--- src/rtl/cam_frame_writer.sv ---
`default_nettype none
// ============================================================================
// Module   : cam_frame_writer
// Brief    : DVP RGB565 byte stream -> RGB888 raster writes into frame RAM.
// Revision : 1.0
// ============================================================================
module cam_frame_writer #(
    parameter int DATA_W = 24,
    parameter int ADDR_W = 17,
    parameter int WIDTH  = 480,
    parameter int HEIGHT = 272
) (
    input  logic              iClk,
    input  logic              iRst,
    input  logic              iEnable,
    input  logic              iVSync,
    input  logic              iHRef,
    input  logic [7:0]        iData,
    output logic              oWrEn,
    output logic [ADDR_W-1:0] oWrAddr,
    output logic [DATA_W-1:0] oWrData,
    output logic              oFrameDone,
    output logic              oBusy,
    output logic              oFrameErr,
    output logic [7:0]        oFrameCnt
);

    localparam int c_XW = $clog2(WIDTH + 1);
    localparam int c_YW = $clog2(HEIGHT + 1);
    localparam logic [c_XW-1:0]   c_XMAX      = c_XW'(WIDTH);
    localparam logic [c_YW-1:0]   c_YMAX      = c_YW'(HEIGHT);
    localparam logic [ADDR_W-1:0] c_LINE_STEP = ADDR_W'(WIDTH);

    typedef enum logic [1:0] {
        S_IDLE    = 2'd0,
        S_WAIT_VS = 2'd1,
        S_CAPTURE = 2'd2,
        S_DONE    = 2'd3
    } state_t;

    state_t r_state;
    state_t w_stateNext;

    logic              r_vSync;
    logic              r_vSyncPrev;
    logic              r_hRef;
    logic              r_hRefPrev;
    logic [7:0]        r_data;
    logic [7:0]        r_hiByte;
    logic              r_phase;
    logic [c_XW-1:0]   r_x;
    logic [c_YW-1:0]   r_y;
    logic [ADDR_W-1:0] r_lineBase;

    logic        w_vsFall;
    logic        w_vsRise;
    logic        w_hrFall;
    logic        w_inRange;
    logic [15:0] w_pix;
    logic [23:0] w_rgb;

    assign w_vsFall  = r_vSyncPrev & ~r_vSync;
    assign w_vsRise  = ~r_vSyncPrev & r_vSync;
    assign w_hrFall  = r_hRefPrev & ~r_hRef;
    assign w_inRange = (r_x < c_XMAX) && (r_y < c_YMAX);
    assign w_pix     = {r_hiByte, r_data};
    // Replicate MSBs into the new LSBs so full-scale maps to 0xFF.
    assign w_rgb     = {w_pix[15:11], w_pix[15:13],
                        w_pix[10:5],  w_pix[10:9],
                        w_pix[4:0],   w_pix[4:2]};

    always_comb begin
        w_stateNext = r_state;
        case (r_state)
            S_IDLE:    if (iEnable)  w_stateNext = S_WAIT_VS;
            S_WAIT_VS: if (w_vsFall) w_stateNext = S_CAPTURE;
            S_CAPTURE: if (w_vsRise) w_stateNext = S_DONE;
            S_DONE:    w_stateNext = iEnable ? S_WAIT_VS : S_IDLE;
            default:   w_stateNext = S_IDLE;
        endcase
    end

    always_ff @(posedge iClk or posedge iRst) begin
        if (iRst) begin
            r_state     <= S_IDLE;
            r_vSync     <= 1'b0;
            r_vSyncPrev <= 1'b0;
            r_hRef      <= 1'b0;
            r_hRefPrev  <= 1'b0;
            r_data      <= 8'd0;
            r_hiByte    <= 8'd0;
            r_phase     <= 1'b0;
            r_x         <= '0;
            r_y         <= '0;
            r_lineBase  <= '0;
            oWrEn       <= 1'b0;
            oWrAddr     <= '0;
            oWrData     <= '0;
            oFrameDone  <= 1'b0;
            oBusy       <= 1'b0;
            oFrameErr   <= 1'b0;
            oFrameCnt   <= 8'd0;
        end else begin
            r_state     <= w_stateNext;
            r_vSync     <= iVSync;
            r_vSyncPrev <= r_vSync;
            r_hRef      <= iHRef;
            r_hRefPrev  <= r_hRef;
            r_data      <= iData;
            oWrEn       <= 1'b0;
            oFrameDone  <= (r_state == S_DONE);
            oBusy       <= (r_state == S_WAIT_VS) || (r_state == S_CAPTURE);

            if (r_state == S_DONE) begin
                oFrameCnt <= oFrameCnt + 8'd1;
                // y is checked here so a last-line HREF fall coincident with VSYNC still counts.
                if (r_y < c_YMAX) oFrameErr <= 1'b1;
            end

            if (r_state == S_WAIT_VS && w_vsFall) begin
                r_x        <= '0;
                r_y        <= '0;
                r_lineBase <= '0;
                r_phase    <= 1'b0;
                oFrameErr  <= 1'b0;
            end

            if (r_state == S_CAPTURE) begin
                if (r_hRef) begin
                    if (!r_phase) begin
                        r_hiByte <= r_data;
                        r_phase  <= 1'b1;
                    end else begin
                        r_phase <= 1'b0;
                        if (w_inRange) begin
                            oWrEn   <= 1'b1;
                            oWrAddr <= r_lineBase + ADDR_W'(r_x);
                            oWrData <= DATA_W'(w_rgb);
                        end else begin
                            oFrameErr <= 1'b1;
                        end
                        if (r_x != c_XMAX) r_x <= r_x + c_XW'(1);
                    end
                end else if (w_hrFall) begin
                    if (r_phase || (r_y < c_YMAX && r_x != c_XMAX)) oFrameErr <= 1'b1;
                    r_x     <= '0;
                    r_phase <= 1'b0;
                    if (r_y < c_YMAX) begin
                        r_y        <= r_y + c_YW'(1);
                        r_lineBase <= r_lineBase + c_LINE_STEP;
                    end
                end
            end
        end
    end

endmodule
`default_nettype wire

--- config.mk ---
export PLATFORM = sky130hd
export DESIGN_NAME = cam_frame_writer
export DESIGN_NICKNAME = d
export VERILOG_FILES = /design/src/rtl/cam_frame_writer.sv
export SDC_FILE = /design/constraint.sdc
export NUM_CORES = 1
export LEC_CHECK = 0
export ABC_AREA = 1
export ABC_CLOCK_PERIOD_IN_PS = 2800
export BUFFER_PORTS_ARGS = -buffer_cell sky130_fd_sc_hd__buf_2
export CAP_MARGIN = 30
export CORE_ASPECT_RATIO = 1.5
export CORE_MARGIN = 8
export CORE_UTILIZATION = 52
export DETAILED_ROUTE_END_ITERATION = 10
export PLACE_DENSITY = 0.76
export SLEW_MARGIN = 20
export SYNTH_ARGS = -nofsm -noshare
export SYNTH_HDL_FRONTEND = slang
export SYNTH_SLANG_ARGS = --single-unit
--- constraint.sdc ---
create_clock -name iClk -period 2.8 [get_ports iClk]
set_input_delay 0.14 -clock iClk [delete_from_list [all_inputs] [get_ports iClk]]
set_output_delay 0.14 -clock iClk [all_outputs]
set_load 0.05 [all_outputs]
== Word level (Yosys, flattened, before mapping) ==
Index checks and enable logic that the tools add are counted.
Operators by class
  multiply operators: 0
  shift operators: 0
  divide/modulo/power cells: 0
  $lt $le $gt $ge: 2
  equal/unequal tests: 7
  multiplexer cells: 39
  bitwise logic cells: 7
  reductions and logical operators: 9
  $add $sub $neg: 5
Operators with widths (count)
  two-way mux 9 bit: 11
  two-way mux 17 bit: 5
  two-way mux 1 bit: 19
  adder 9 x 1 -> 9 bit, second input constant: 2
  less-than comparator 9 bit, second input constant: 2
  adder 17 x 9 -> 17 bit: 1
  adder 17 x 9 -> 17 bit, second input constant: 1
  != test 9 bit, second input constant: 1
  adder 8 x 1 -> 8 bit, second input constant: 1
  one-hot mux 2 bit (4 select lines): 1
  two-way mux 2 bit: 3
  != test 2 bit, second input constant: 3
  AND reduction 3 bit: 2
  equality test 2 bit, second input constant: 2
  inverter 1 bit: 4
  AND reduction 4 bit: 1
  AND 1 bit: 3
  logical AND 1 bit: 3
  equality test 2 x 1 -> 1 bit, second input constant: 1
  logical NOT 2 bit: 1
  logical OR 1 bit: 2
Storage, ports and cells
  bits in read-only memories: 0
  memories kept: 0
  logic and storage cells: 87
  flip-flop bits (word level): 111
  output and inout bits: 53
  input bits: 13
  latch bits: 0
  memory bits (writable): 0

== Depth between registers and ports, before layout ==
  depth in word-level cells: 8
  depth in mapped cells: 12
  depth with buffers taken out: 11

== Worst setup path after synthesis ==
Ideal clock, no wire load.
  path type: reg-to-reg
  start: register r_x[0]
  end: register oWrAddr[14]
  buffers on the path: 0
  arrival: 1.578 ns
  setup time: 0.118 ns
  path slack: 1.105 ns
  period minus slack after synthesis: 1.695 ns
  data required time: 2.682 ns
  cell stages (with the launch flop): 11
  cells stage by stage: dfrtp_1 ha_1 fa_1 nand3_1 nand3_1 nand2_1 nand2_1 nand2_1 nand3_1 nand3_1 nand2_1
On the way
  cells in the longest elaborated chain, start to end: 3
  elaborated cells on any way between the ends: 4
  classes of those cells: 1 x add/sub; 1 x order compare; 2 x reduce/logical
RTL lines
  start, declared: RTL line 51  | logic [c_XW-1:0] r_x;
  start signal, assigned: RTL line 142  | if (r_x != c_XMAX) r_x <= r_x + c_XW'(1);
  less-than comparator 9 bit: RTL line 65  | assign w_inRange = (r_x < c_XMAX) && (r_y < c_YMAX);
  logical AND 1 bit: RTL line 65
  AND reduction 4 bit (no line)
  end signal, assigned: RTL line 137  | oWrAddr <= r_lineBase + ADDR_W'(r_x);
  end, declared: RTL line 20  | output logic [ADDR_W-1:0] oWrAddr,
Parallel ways exist; a longest one is shown, timed or not.
A chain may end at the register's enable or synchronous reset.

== Worst setup path after layout ==
  start: register r_state[0]
  end: register oWrAddr[10]
On the way
  cells in the longest elaborated chain, start to end: 2
RTL lines
  start, declared: RTL line 41  | state_t r_state;
  start signal, assigned: RTL line 104  | r_state <= w_stateNext;
  equality test 2 bit: RTL line 128  | if (r_state == S_CAPTURE) begin
  AND reduction 4 bit (no line)
No other way between the ends.

==> reports/summary.txt <==
Max stage delay cell, worst path: dfrtp_1
Area of the core: 9970 um^2
Worst-skew pair later-pin latency: 0.35 ns
Number of synthesized flops with an enable pin: 0
Worst setup SP type: register
Dpl ws: 0.641 ns
CTS Sinks: 103
P_int: 3.31 mW
Routed length on met2: 5850 um
Final #Nets: 738
Synth Area per Inst: 8.22 um^2
Initial antenna violation count: 0
Final hold viol count: 0
First-pass GRT wire length: 19400 um
TritonCTS Buffers: 9
Relative slew slack: 61.3%
Pwr Density: 1040 nW/um^2
Cells after synthesis: 634
Share of layout cells above drive strength 1: 15.0%
Crit path to: oWrAddr[10]
Pleak: 3.27 nW
Yosys reg bits: 103
Row cnt: 45
Die Span X: 97.8 um
Reg2reg start: r_state[0]
Switch share: 47.1%
DIE HEIGHT: 139 um
Setup CP Type: register to register
Final period util: 77.6%
Critical Path Max Stage Delay: 0.41 ns
Peak supply drop: 0.809 mV
Number of fill cells in the layout: 890
RR Endpoint: oWrAddr[10]
Fmax: 0.460 GHz
Clock transition at path regs: 0.07 ns
PortBufs: 65
Ys Warns: 0
Worst EP required: 3.08 ns
Die Footprint: 13600 um^2
Hold Crit Class: primary input to register
Critical Path Start: r_state[0]
Top sig layer: met4
Antenna Cells: 0
Routability cong.: 0.865
Post-synth cell types: 39
Syn nets: 666
Met1 Wirelength: 4580 um
DRC Markers: 0
Max-slew violations: 0
Boundary Pins: 66
Setup TNS: 0 ns
Combinational fraction of design power: 43.6%
Synth async-reset ratio: 100%
Initial Util: 52.3%
CP Capture Type: register
Sequential share of power: 36.8%
Multi-input gate area: 2170 um^2
WL met3: 542 um
Outcome: complete, no violations
FF+latch area: 2580 um^2
Area grow syn2layout: 15.2%
Via count: 4336
Sequential-to-total area share from yosys stat: 49.4%
Critical path cell sequence: inv_1, ha_1, nand2_2, nor2_2, nand3_2, buf_4, inv_2, nand3_1, nand2_1
Vias in the first global route: 4281
Crit-path max FO: 49
RSZ-0062 raised after global routing: false
Worst Path Arrival: 2.46 ns
Main synth FF type: dfrtp_1
Avg Vias per Cell: 5.24
CTS root buf: clkbuf_16
Worst slew pin tran: 0.579 ns
R2R depth: 9
H-tree levels: 3
Largest net degree at the start of global routing: 50
Hpwl dp: 8320 um
R2R Setup Slk: 0.63 ns
GRT Residual Overflow: 0
Switching power: 2.95 mW
Avg WL per Cell: 13.6 um
Number of setup buffers added after CTS: 0
Clk pwr share: 19.6%
Setup-failing EPs final: 0
Worst-case hold slack: 0.122 ns
Shortest period the worst path allows: 2.17 ns
DR pass1 iterations: 5
CTS tree: built
Synthesized area: 5210 um^2
Clock buffer depth: 2
Routed Antenna Nets: 0
Post-Route Skew: 0.00876 ns
GRT Total Usage: 17.2%
Setup slack after layout: 0.628 ns
Final wirelength: 11200 um
Maximum Capacitance Violations: 0
Drt first-iter violations: 208
Util after Layout: 60.3%
Total Power: 6.26 mW
-- kinds of logic (layout without fill, tap and decap cells) --
family	count (synthesis)	count (layout)	share of synthesized area (%)
fa+ha+maj	19	19	4.70
flops	103	103	49.4
mux	1	1	0.216
buf+inv	107	184	8.88
xor+xnor	19	19	3.19
compound gates	91	91	9.60
simple gates	294	294	24.0
-- stage by stage --
| step | cell area [um^2] | instances |
|---|---|---|
| final | 6000 | 828 |
| after global routing | 6000 | 828 |
| after CTS | 6000 | 828 |
| after detailed placement | 5600 | 801 |
| after global placement | 5600 | 801 |
| after floorplan | 5220 | 634 |
-- cell type report --
| type | instances | share of cell area [%] |
|---|---|---|
| clock buffer | 11 | 4.04 |
| clock inverter | 5 | 0.813 |
| inverter | 87 | 5.50 |
| multi-input combinational | 424 | 36.2 |
| sequential | 103 | 42.9 |
| tap | 117 | 2.44 |
| timing repair buffer | 81 | 8.09 |
-- worst max-delay path: cells and delay by family (launching register included) --
family | cells | cell delay (ns)
adders and majority gates | 1 | 0.39
buffers and inverters | 3 | 0.71
and+or+nand+nor | 5 | 0.57
DFF | 1 | 0.41
-- cells in the mapped netlist, drive strengths merged, types with 2 or more instances --
library cell / n / area share, %
clkbuf: 3 / 0.22
nor2: 40 / 3.3
nor3: 9 / 0.96
dfrtp: 103 / 49
nand2: 191 / 14
xor2: 9 / 1.5
o21a: 2 / 0.29
ha: 18 / 4.3
buf: 17 / 2.4
a21oi: 25 / 2.4
o21ai: 49 / 4.8
nand3: 46 / 4.5
xnor2: 10 / 1.7
inv: 87 / 6.3
o22ai: 5 / 0.60
o31ai: 3 / 0.43
nand4: 4 / 0.48
o211ai: 3 / 0.43
-- power groups by stage --
stage,Sequential [mW],Clock (mW),Combinational (mW)
after floorplan,2.99,0,1.48
after global placement,2.31,0,2.67
after detailed placement,2.33,0,2.71
after CTS,2.30,1.26,2.74
after global routing,2.36,1.31,2.99
final,2.31,1.23,2.73
-- metal layers --
| layer | track usage (%) | vias up |
|---|---|---|
| li1 | - | 2146 |
| met1 | 18.9 | 2053 |
| met2 | 30.4 | 106 |
| met3 | 4.47 | 31 |
| met4 | 7.34 | 0 |
| met5 | 0 | - |
-- placed cells by master, fill, tap and decap left out, types with 10 or more instances in the layout --
master and instances:
a21oi_1 25, buf_2 65, dfrtp_1 103, dlygate4sd3_1 11, ha_1 18, inv_1 80, nand2_1 186, nand3_1 45
nor2_1 36, o21ai_0 42, xnor2_1 10
-- timing repair --
item,4_1_cts,5_1_grt
hold buffers,11,0
endpoints found under the hold margin,23,0
gates resized for setup,0,0
-- worst min path at each step --
| stage | end | cells past startpoint | start | slack [ns] |
|---|---|---|---|---|
| final | r_state[0] | 3 | iEnable | 0.12 |
| after global routing | r_state[0] | 3 | iEnable | 0.15 |
| after CTS | r_state[0] | 3 | iEnable | 0.12 |
| after detailed placement | oFrameDone | 2 | iRst | 0.14 |
| after global placement | oFrameDone | 2 | iRst | 0.14 |
| after floorplan | r_data[0] | 0 | iData[0] | 0.17 |
-- sequential cells by signal, indices dropped and copies added, names as in the netlist --
| name | count |
|---|---|
| oWrData | 16 |
| oWrEn | 1 |
| r_hiByte | 8 |
| r_hRefPrev | 1 |
| oBusy | 1 |
| r_x | 9 |
| r_data | 8 |
| oFrameCnt | 8 |
| r_hRef | 1 |
| oWrAddr | 17 |
| oFrameErr | 1 |
| oFrameDone | 1 |
| r_phase | 1 |
| r_vSync | 1 |
| r_state | 2 |
| r_lineBase | 17 |
| r_vSyncPrev | 1 |
| r_y | 9 |
No activity file was read; power rests on OpenSTA's default activity.
